--- src/rtl/timer_input_capture_if.sv ---
// -----------------------------------------------------------------------------
// timer_input_capture_if
//   Peripheral bus bundle for the input-capture timer.
//   bus_addr  : byte address, [3:2] selects one of four registers
//   bus_we    : single-cycle write strobe
//   bus_re    : single-cycle read strobe
//   bus_wdata : write data
//   bus_rdata : registered read data, valid one cycle after bus_re
//   master drives the request side, slave (the timer) returns read data.
// -----------------------------------------------------------------------------
interface timer_input_capture_if;
    logic [3:0]  bus_addr;
    logic        bus_we;
    logic        bus_re;
    logic [31:0] bus_wdata;
    logic [31:0] bus_rdata;

    modport master (
        output bus_addr,
        output bus_we,
        output bus_re,
        output bus_wdata,
        input  bus_rdata
    );

    modport slave (
        input  bus_addr,
        input  bus_we,
        input  bus_re,
        input  bus_wdata,
        output bus_rdata
    );
endinterface

--- src/rtl/timer_input_capture.sv ---
// -----------------------------------------------------------------------------
// timer_input_capture
//   Memory-mapped free-running timer that timestamps edges on an external pin
//   and raises a level interrupt.
//   Ports:
//     clk    : system clock
//     reset  : synchronous, active-high reset
//     cap_in : asynchronous capture pin
//     bus    : peripheral bus (slave modport of timer_input_capture_if)
//     irq    : registered level interrupt, IRQEN & (CAPF | OVFF)
//   Registers (byte offsets):
//     0x0 CTRL  [0]EN [2:1]EDGE [3]IRQEN [15:8]PRESC
//     0x4 COUNT counter value, write loads it
//     0x8 CAPT  count latched at the last capture (read-only)
//     0xC STAT  [0]CAPF [1]OVRF [2]OVFF, write-1-to-clear
// -----------------------------------------------------------------------------
module timer_input_capture #(
    parameter int CNT_W       = 32,
    parameter int SYNC_STAGES = 2
) (
    input  logic                  clk,
    input  logic                  reset,
    input  logic                  cap_in,
    timer_input_capture_if.slave  bus,
    output logic                  irq
);
    localparam logic [CNT_W-1:0] CNT_ONE = {{(CNT_W-1){1'b0}}, 1'b1};

    // Register state
    logic                   en_q,       en_d;
    logic [1:0]             edge_sel_q, edge_sel_d;
    logic                   irqen_q,    irqen_d;
    logic [7:0]             presc_q,    presc_d;
    logic [7:0]             pres_cnt_q, pres_cnt_d;
    logic [CNT_W-1:0]       count_q,    count_d;
    logic [CNT_W-1:0]       capt_q,     capt_d;
    logic                   capf_q,     capf_d;
    logic                   ovrf_q,     ovrf_d;
    logic                   ovff_q,     ovff_d;
    logic [SYNC_STAGES-1:0] sync_q,     sync_d;
    logic                   pin_q,      pin_d;
    logic [31:0]            rdata_q,    rdata_d;
    logic                   irq_q,      irq_d;

    // Decoded strobes and events
    logic [1:0]  sel_s;
    logic        wr_ctrl_s, wr_count_s, wr_stat_s;
    logic        pin_sync_s, rise_s, fall_s, cap_evt_s;
    logic        tick_s, ovf_set_s;
    logic [31:0] count_rd_s, capt_rd_s, rd_mux_s;
    logic        unused_s;

    assign sel_s      = bus.bus_addr[3:2];
    assign wr_ctrl_s  = bus.bus_we & (sel_s == 2'd0);
    assign wr_count_s = bus.bus_we & (sel_s == 2'd1);
    assign wr_stat_s  = bus.bus_we & (sel_s == 2'd3);

    // The edge flop holds the previous synchronized sample, so an edge is seen
    // SYNC_STAGES clocks after the pin is first sampled.
    assign pin_sync_s = sync_q[SYNC_STAGES-1];
    assign rise_s     = pin_sync_s & ~pin_q;
    assign fall_s     = ~pin_sync_s & pin_q;
    assign cap_evt_s  = en_q & ((rise_s & edge_sel_q[0]) | (fall_s & edge_sel_q[1]));

    assign tick_s     = en_q & (pres_cnt_q == presc_q);
    // A COUNT write in the wrap cycle suppresses the overflow flag.
    assign ovf_set_s  = tick_s & (&count_q) & ~wr_count_s;

    assign unused_s   = ^{bus.bus_addr[1:0], bus.bus_wdata};

    // Next-state logic for all registers and the read mux
    always_comb begin
        sync_d = {sync_q[SYNC_STAGES-2:0], cap_in};
        pin_d  = pin_sync_s;

        if (wr_ctrl_s) begin
            en_d       = bus.bus_wdata[0];
            edge_sel_d = bus.bus_wdata[2:1];
            irqen_d    = bus.bus_wdata[3];
            presc_d    = bus.bus_wdata[15:8];
        end else begin
            en_d       = en_q;
            edge_sel_d = edge_sel_q;
            irqen_d    = irqen_q;
            presc_d    = presc_q;
        end

        if (wr_ctrl_s | wr_count_s) begin
            pres_cnt_d = 8'd0;
        end else if (tick_s) begin
            pres_cnt_d = 8'd0;
        end else if (en_q) begin
            pres_cnt_d = pres_cnt_q + 8'd1;
        end else begin
            pres_cnt_d = pres_cnt_q;
        end

        if (wr_count_s) begin
            count_d = bus.bus_wdata[CNT_W-1:0];
        end else if (tick_s) begin
            count_d = count_q + CNT_ONE;
        end else begin
            count_d = count_q;
        end

        // CAPT takes the count as it stood before any same-cycle update.
        if (cap_evt_s) begin
            capt_d = count_q;
        end else begin
            capt_d = capt_q;
        end

        // Status flags: a same-cycle set beats the write-1-to-clear.
        if (cap_evt_s) begin
            capf_d = 1'b1;
        end else if (wr_stat_s & bus.bus_wdata[0]) begin
            capf_d = 1'b0;
        end else begin
            capf_d = capf_q;
        end

        if (cap_evt_s & capf_q) begin
            ovrf_d = 1'b1;
        end else if (wr_stat_s & bus.bus_wdata[1]) begin
            ovrf_d = 1'b0;
        end else begin
            ovrf_d = ovrf_q;
        end

        if (ovf_set_s) begin
            ovff_d = 1'b1;
        end else if (wr_stat_s & bus.bus_wdata[2]) begin
            ovff_d = 1'b0;
        end else begin
            ovff_d = ovff_q;
        end

        irq_d = irqen_q & (capf_q | ovff_q);

        count_rd_s            = 32'd0;
        count_rd_s[CNT_W-1:0] = count_q;
        capt_rd_s             = 32'd0;
        capt_rd_s[CNT_W-1:0]  = capt_q;

        // Reads see the register image before any same-cycle write.
        case (sel_s)
            2'd0:    rd_mux_s = {16'd0, presc_q, 4'd0, irqen_q, edge_sel_q, en_q};
            2'd1:    rd_mux_s = count_rd_s;
            2'd2:    rd_mux_s = capt_rd_s;
            2'd3:    rd_mux_s = {29'd0, ovff_q, ovrf_q, capf_q};
            default: rd_mux_s = 32'd0;
        endcase

        if (bus.bus_re) begin
            rdata_d = rd_mux_s;
        end else begin
            rdata_d = rdata_q;
        end
    end

    // State registers with synchronous reset
    always_ff @(posedge clk) begin
        if (reset) begin
            en_q       <= 1'b0;
            edge_sel_q <= 2'd0;
            irqen_q    <= 1'b0;
            presc_q    <= 8'd0;
            pres_cnt_q <= 8'd0;
            count_q    <= {CNT_W{1'b0}};
            capt_q     <= {CNT_W{1'b0}};
            capf_q     <= 1'b0;
            ovrf_q     <= 1'b0;
            ovff_q     <= 1'b0;
            sync_q     <= {SYNC_STAGES{1'b0}};
            pin_q      <= 1'b0;
            rdata_q    <= 32'd0;
            irq_q      <= 1'b0;
        end else begin
            en_q       <= en_d;
            edge_sel_q <= edge_sel_d;
            irqen_q    <= irqen_d;
            presc_q    <= presc_d;
            pres_cnt_q <= pres_cnt_d;
            count_q    <= count_d;
            capt_q     <= capt_d;
            capf_q     <= capf_d;
            ovrf_q     <= ovrf_d;
            ovff_q     <= ovff_d;
            sync_q     <= sync_d;
            pin_q      <= pin_d;
            rdata_q    <= rdata_d;
            irq_q      <= irq_d;
        end
    end

    assign bus.bus_rdata = rdata_q;
    assign irq           = irq_q;
endmodule
--- src/flat_wrapper.sv ---
// flat-port wrapper written by rule: the top's interface ports become plain ports
module timer_input_capture_flat 
#(
    parameter int CNT_W       = 32,
    parameter int SYNC_STAGES = 2
)
  (clk, reset, cap_in, irq, bus_bus_addr, bus_bus_we, bus_bus_re, bus_bus_wdata, bus_bus_rdata);
  timer_input_capture_if bus_i ();
  input  logic clk;
  input  logic reset;
  input  logic cap_in;
  output logic irq;
  input wire logic [$bits(bus_i.bus_addr)-1:0] bus_bus_addr;
  input wire logic [$bits(bus_i.bus_we)-1:0] bus_bus_we;
  input wire logic [$bits(bus_i.bus_re)-1:0] bus_bus_re;
  input wire logic [$bits(bus_i.bus_wdata)-1:0] bus_bus_wdata;
  output wire logic [$bits(bus_i.bus_rdata)-1:0] bus_bus_rdata;
  assign bus_i.bus_addr = bus_bus_addr;
  assign bus_i.bus_we = bus_bus_we;
  assign bus_i.bus_re = bus_bus_re;
  assign bus_i.bus_wdata = bus_bus_wdata;
  assign bus_bus_rdata = bus_i.bus_rdata;
  timer_input_capture #(.CNT_W(CNT_W), .SYNC_STAGES(SYNC_STAGES)) u_core (.clk(clk), .reset(reset), .cap_in(cap_in), .bus(bus_i), .irq(irq));
endmodule
--- config.mk ---
export PLATFORM = sky130hd
export DESIGN_NAME = timer_input_capture_flat
export DESIGN_NICKNAME = d
export VERILOG_FILES = /design/src/rtl/timer_input_capture_if.sv /design/src/rtl/timer_input_capture.sv /design/src/flat_wrapper.sv
export SDC_FILE = /design/constraint.sdc
export NUM_CORES = 1
export LEC_CHECK = 0
export CAP_MARGIN = 20
export CORE_MARGIN = 5
export CORE_UTILIZATION = 50
export CTS_CLUSTER_DIAMETER = 80
export CTS_CLUSTER_SIZE = 8
export DETAILED_ROUTE_END_ITERATION = 8
export HOLD_SLACK_MARGIN = 0.06
export PLACE_DENSITY_LB_ADDON = 0.15
export RECOVER_POWER = 50
export SLEW_MARGIN = 20
export SYNTH_ARGS = -nofsm -noshare
export SYNTH_HDL_FRONTEND = slang
export SYNTH_SLANG_ARGS = --single-unit
--- constraint.sdc ---
create_clock -name clk -period 2 [get_ports clk]
set_input_delay 0.4 -clock clk [delete_from_list [all_inputs] [get_ports clk]]
set_output_delay 0.4 -clock clk [all_outputs]
set_load 0.005 [all_outputs]
==> results.py <==
metrics = {
    "floorplanning": {
        "core_area_um2": 11400,
        "rows": 39,
        "start_util_pct": 50.7,
        "die_x_um": 117,
        "dieHeight_um": 117,
        "ios": 74,
        "dieArea_um2": 13800,
    },
    "power_and_ir_drop": {
        "p_leak_nw": 2.96,
        "vdd_drop_max_v": 0.000578,
        "power_w": 0.00608,
        "p_per_area_nw_per_um2": 789,
    },
    "setup_path": {
        "critPathCaptureType": "flip-flop",
        "r2r-start": "u_core.count_q[0]",
        "cp.required_ns": 2.30,
        "critPathKind": "reg -> reg",
        "cp-start-kind": "flip-flop",
        "worstRegToRegCells": 5,
        "cp_top_family": "simple AND/OR/NAND/NOR gates",
        "cp.arrival_ns": 2.31,
        "crit_path_start": "u_core.count_q[0]",
        "crit_fanout": 4,
        "crit_path_top_delay_cell": "or4b_4",
        "max_stage_delay_ns": 0.54,
        "reg2reg_slack_ns": -0.01,
        "crit_chain": "nand4_1, nor4b_2, or4b_4, and3_4, or3_1",
        "cp.buffers_inverters": 0,
        "reg2reg_to": "u_core.count_q[29]",
    },
    "logic_synthesis": {
        "synth_edf_count": 0,
        "syn-num-nets": 737,
        "netlist_area_um2": 5760,
        "async_reset_ff_share_pct": 0,
        "ys_types": 53,
        "yosys_warnings": 0,
        "yosysSeqAreaShare_pct": 42.7,
        "syn_inst": 694,
        "synth_top_area_cell": "dfxtp_1",
        "avgSynthCellArea_um2": 8.31,
        "synth_common_cells": "dfxtp_1, nor2_1, nand2_1",
        "synth_most_common_cell": "dfxtp_1",
        "synth_ff_type": "dfxtp_1",
        "ys_ff_latch": 123,
        "netlist.area_leader.share_pct": 42.7,
        "synth.area.top_cells": "dfxtp_1, nor2_1, nand2_1, mux2i_1, a211oi_1",
    },
    "min_path": {
        "hold_path_class": "in -> reg",
        "hold_start": "reset",
        "hold_path_end": "u_core.count_q[26]",
        "worstHoldPathCells": 3,
    },
    "placed_design": {
        "port_buffers": 71,
        "hpwl_um": 12100,
        "pre_cts_slack_ns": -0.149,
        "gp_congestion": 0.902,
    },
    "grt": {
        "grt_overflow": 0,
        "use_met2_pct": 37.1,
        "grt_max_degree": 62,
        "grt_use_total_pct": 24.3,
        "grt_pass1_vias": 5549,
        "antenna_found_initial": 0,
        "grt_pass1_wl_um": 27600,
        "use_met1_pct": 33.5,
        "grtUsageMet3_pct": 5.10,
        "busiest_layer": "met2",
    },
    "routing": {
        "first_pass_iters": 6,
        "drtIter0Drc": 687,
        "drc": 0,
        "wire_per_inst_um": 17.2,
        "via_per_inst": 5.88,
        "ant_nets": 0,
        "dr_total_vias": 5708,
        "routed_wl_um": 16700,
    },
    "status": {
        "status": "finished with violations",
        "violations": "setup timing",
    },
    "clock_network": {
        "clkTransAtPathRegs_ns": 0.05,
        "clock_sinks": 123,
        "clock_path_buffers": 2,
        "cts-hold-fix-buffers": 0,
        "h-tree-depth": 4,
        "cts_tree": "yes",
        "clk_latency_ns": 0.42,
        "numCtsBuffers": 17,
        "root_buffer": "clkbuf_16",
    },
    "final_layout": {
        "antenna_cells": 0,
        "drive_gt1_share_pct": 18.9,
        "area_delta_synth_final_pct": 33.8,
        "fin_nets": 859,
        "final_core_util_pct": 67.8,
    },
    "timing": {
        "finalCritPeriodShare_pct": 101,
        "hold_viol": 0,
        "setup_viol": 1,
        "worstMarginPinSlew_ns": 0.879,
        "drv_slew": 0,
        "rsz0062_at_grt": "true",
        "skew_ns": 0.00496,
        "period_minus_slack_ns": 2.01,
        "max_freq_mhz": 497,
        "fin_ws_ns": -0.0139,
        "maxSlewHeadroom_pct": 41.4,
    },
    "job": {
        "cap_viol_max_count": 0,
    },
}
layer usage:
metal | vias up | routed length (um) | part of all wire, %
met4 | 0 | 361 | 2.2
met1 | 2690 | 7650 | 46
li1 | 2746 | - | -
met3 | 33 | 1110 | 6.6
met5 | - | 0 | 0
met2 | 239 | 7570 | 45
cell families (layout without fill, tap and decap cells):
kind of cell	count (synthesis)	after routing	synth area share (%)
flops	123	123	42.7
mux	38	38	7.29
xor+xnor	22	22	3.34
simple gates	315	315	26.4
fa+ha+maj	2	2	0.434
buf+inv	64	197	4.49
compound gates	130	130	15.3
what timing repair did:
item                       in CTS  in global routing
gates resized for setup         4                 15
setup endpoints to repair       5                 10
pin swaps                       0                  4
buffers inserted                0                  2
registers in the layout, summed over array words and instances, names as in the netlist, 2 cells and up:
register              flops
u_core.pres_cnt_q         8
u_core.presc_q            8
u_core.sync_q             2
u_core.edge_sel_q         2
u_core.bus.bus_rdata     32
u_core.count_q           32
u_core.capt_q            32
cells in the final DEF (no fill, tap or decap), types with 7 or more instances in the layout:
master | synthesis | layout
nand2_1 | 95 | 95
clkbuf_16 | 0 | 17
dfxtp_2 | 0 | 7
xnor2_1 | 17 | 11
nand4_1 | 18 | 18
clkinv_2 | 0 | 8
buf_4 | 1 | 79
a22oi_1 | 22 | 22
clkdlybuf4s50_1 | 0 | 39
a21oi_1 | 46 | 46
mux2i_1 | 33 | 33
nor3_1 | 10 | 10
dfxtp_1 | 123 | 115
nor4_1 | 17 | 17
nand3_1 | 22 | 21
clkbuf_2 | 0 | 7
a211oi_1 | 38 | 38
nor2_1 | 97 | 97
and3_1 | 17 | 15
a32oi_1 | 7 | 7
dlygate4sd3_1 | 0 | 30
how the worst max path moves through the flow:
stage,end,depth (start not counted)
2_1_floorplan,u_core.count_q[29],7
3_3_place_gp,u_core.count_q[29],5
3_5_place_dp,u_core.count_q[25],7
4_1_cts,u_core.count_q[16],7
5_1_grt,u_core.count_q[29],5
6_report,u_core.count_q[29],5
power breakdown:
| part | total, W | internal [W] | switching, W | leakage (nW) |
|---|---|---|---|---|
| clock network | 0.00271 | 0.00165 | 0.00107 | 0.268 |
| registers | 0.00265 | 0.00256 | 0.0000952 | 1.01 |
| logic | 0.000716 | 0.000352 | 0.000364 | 1.69 |
layout make-up:
class | instances | area (um2)
clock inverters | 9 | 48.8
well taps | 143 | 179
inverters | 6 | 22.5
clock buffers | 21 | 470
multi-input cells | 507 | 3130
flip-flops and latches | 123 | 2470
repair buffers | 161 | 1390
fillers | 969 | 3660
worst register-to-register path, cell delays in order, from the launching register on:
cell and delay, ns:
dfxtp_4 0.36, nand4_1 0.18, nor4b_2 0.31, or4b_4 0.55
and3_4 0.19, or3_1 0.30
metrics by stage:
stage	setup TNS (ns)	hold WS, ns	cells	area (um2)
floorplan	0	0.414	694	5790
global placement	-0.974	0.441	938	7130
detailed placement	-2.75	0.446	938	7130
CTS	0	0.398	968	7670
global route	-0.516	0.416	970	7710
finish	-0.0139	0.408	970	7710
Note: power is estimated with default switching activity, not from simulation.
==> RTL change, RTL diff (same flow settings) <==
Register the output `irq` once more, cleared by the reset; this adds one clock of latency there. The other outputs are not delayed to match. Comments in the files are not updated.
--- a/src/rtl/timer_input_capture.sv
+++ b/src/rtl/timer_input_capture.sv
@@ -194,5 +194,11 @@
     end
 
     assign bus.bus_rdata = rdata_q;
-    assign irq           = irq_q;
+    always_ff @(posedge clk) begin
+        if (reset) begin
+            irq <= '0;
+        end else begin
+            irq <= irq_q;
+        end
+    end
 endmodule
Behaviour: not the same (Yosys sat finds a counterexample within 10 cycles, from zero or initial values and one cycle with reset high).
==> RTL change against the original RTL <==
  * Via count is 3.1% lower
  * Largest power group unchanged
  * Synthesized area is 3.7% lower
  * Die area is 3.4% lower
  * Sequential cell count is 1 higher
  * Combinational power is 12% lower
  * Wire length is 0.94% higher
  * Setup slack worse by 0.39 ns
  * Power is 7.4% higher
  * The run still ends with setup timing left
  * Final area is 2.6% higher
==> RTL change: results (changes against the original RTL) <==
final setup fails = 23 (+22)
Area after DPL = 0.00694 mm2 (-2.7%)
Commonest cells post-synth = dfxtp_1, nor2_1, nand2_1, clkbuf_1, a21oi_1
largest fanout on the critical path = 5 (+1)
met3 usage = 7.37% (+2.3 points)
Worst Hold Depth = 2 (-1)
dpl ws = -0.441 ns (-0.293 ns)
Tot GR Track Use = 25.1% (+0.83 points)
Min Hold Slack = 0.266 ns (-0.142 ns)
vias post-DR = 5529 (-3.1%)
GPL Wtd Cong = 0.843 (-6.5%)
total area of sequential cells = 0.00249 mm2 (+0.51%)
Slowest-stage cell, CP = or4_4
Crit path arrival time = 2.85 ns (+0.54 ns)
routed wl met2 = 8290 um (+9.5%)
internal power = 5.04 mW (+11%)
outcome = complete, but fails checks
Met1 Wirelength = 6860 um (-10%)
Peak VDD IR = 0.000685 V (+19%)
Layout Nets = 834 (-2.9%)
fill count = 795 (-18%)
Endpoint, Worst Hold = u_core.presc_q[2]$_SDFFE_PP0P_
P_seq = 2.61 mW (-2%)
CP peak stage delay = 0.56 ns (+0.02 ns)
worst r2r src = u_core.presc_q[1]$_SDFFE_PP0P_
top cells by area, synth = dfxtp_1, nor2_1, nand2_1, a211oi_1, mux2i_1
Clk Latency, worst-skew pair = 0.54 ns (+0.12 ns)
vias in the first global route = 5353 (-3.5%)
Placed Cells = 899 (-4.2%)
met1 Usage GRT = 31.0% (-2.5 points)
Worst Setup SP = u_core.presc_q[1]$_SDFFE_PP0P_
setup ws final = -0.405 ns (-0.391 ns)
Via density = 5.86 (-0.47%)
syn_nets = 701 (-4.9%)
sequential area share after synthesis = 44.7% (+2.0 points)
CTS Root Buffer Type = clkbuf_8
first-pass GRT wire length = 26300 um (-4.5%)
failing checks = setup timing
Post-Route WL = 16800 um (+0.94%)
Synth cell types = 36 (-32%)
fraction of layout cells with a size suffix above 1 = 21.6% (+2.8 points)
==> RTL change: cell types whose count changed after synthesis, moves of 9 or more <==
cell | before | now
a311oi_1 | 5 | 23
nand2_1 | 95 | 84
nand4_1 | 18 | 8
o31ai_1 | 2 | 12
and3_1 | 17 | 8
or4_1 | 4 | 13
==> RTL change: kinds of logic after synthesis <==
family	synth area share, %
xor gates and xnor gates	3.16
buffers and inverters	4.06
muxes	5.90
AOI/OAI and AO/OA	18.2
DFF	44.7
adders and majority gates	0.451
and+or+nand+nor	23.5
==> RTL change: what timing repair did <==
item                                    4_1_cts  5_1_grt
resized for setup                            11       39
pin swaps                                    17       16
cloned                                        2        1
setup buffers                                 5        5
endpoints found under the setup margin       34       31
==> RTL change: layout make-up <==
cell class              count  share of cell area, %
multi-input cells         478                   39.4
flip-flops and latches    124                   31.4
repair buffers            165                   18.7
clock buffers              20                   5.50
clock inverters            12                   2.45
well taps                 140                   2.21
inverters                   5                  0.237
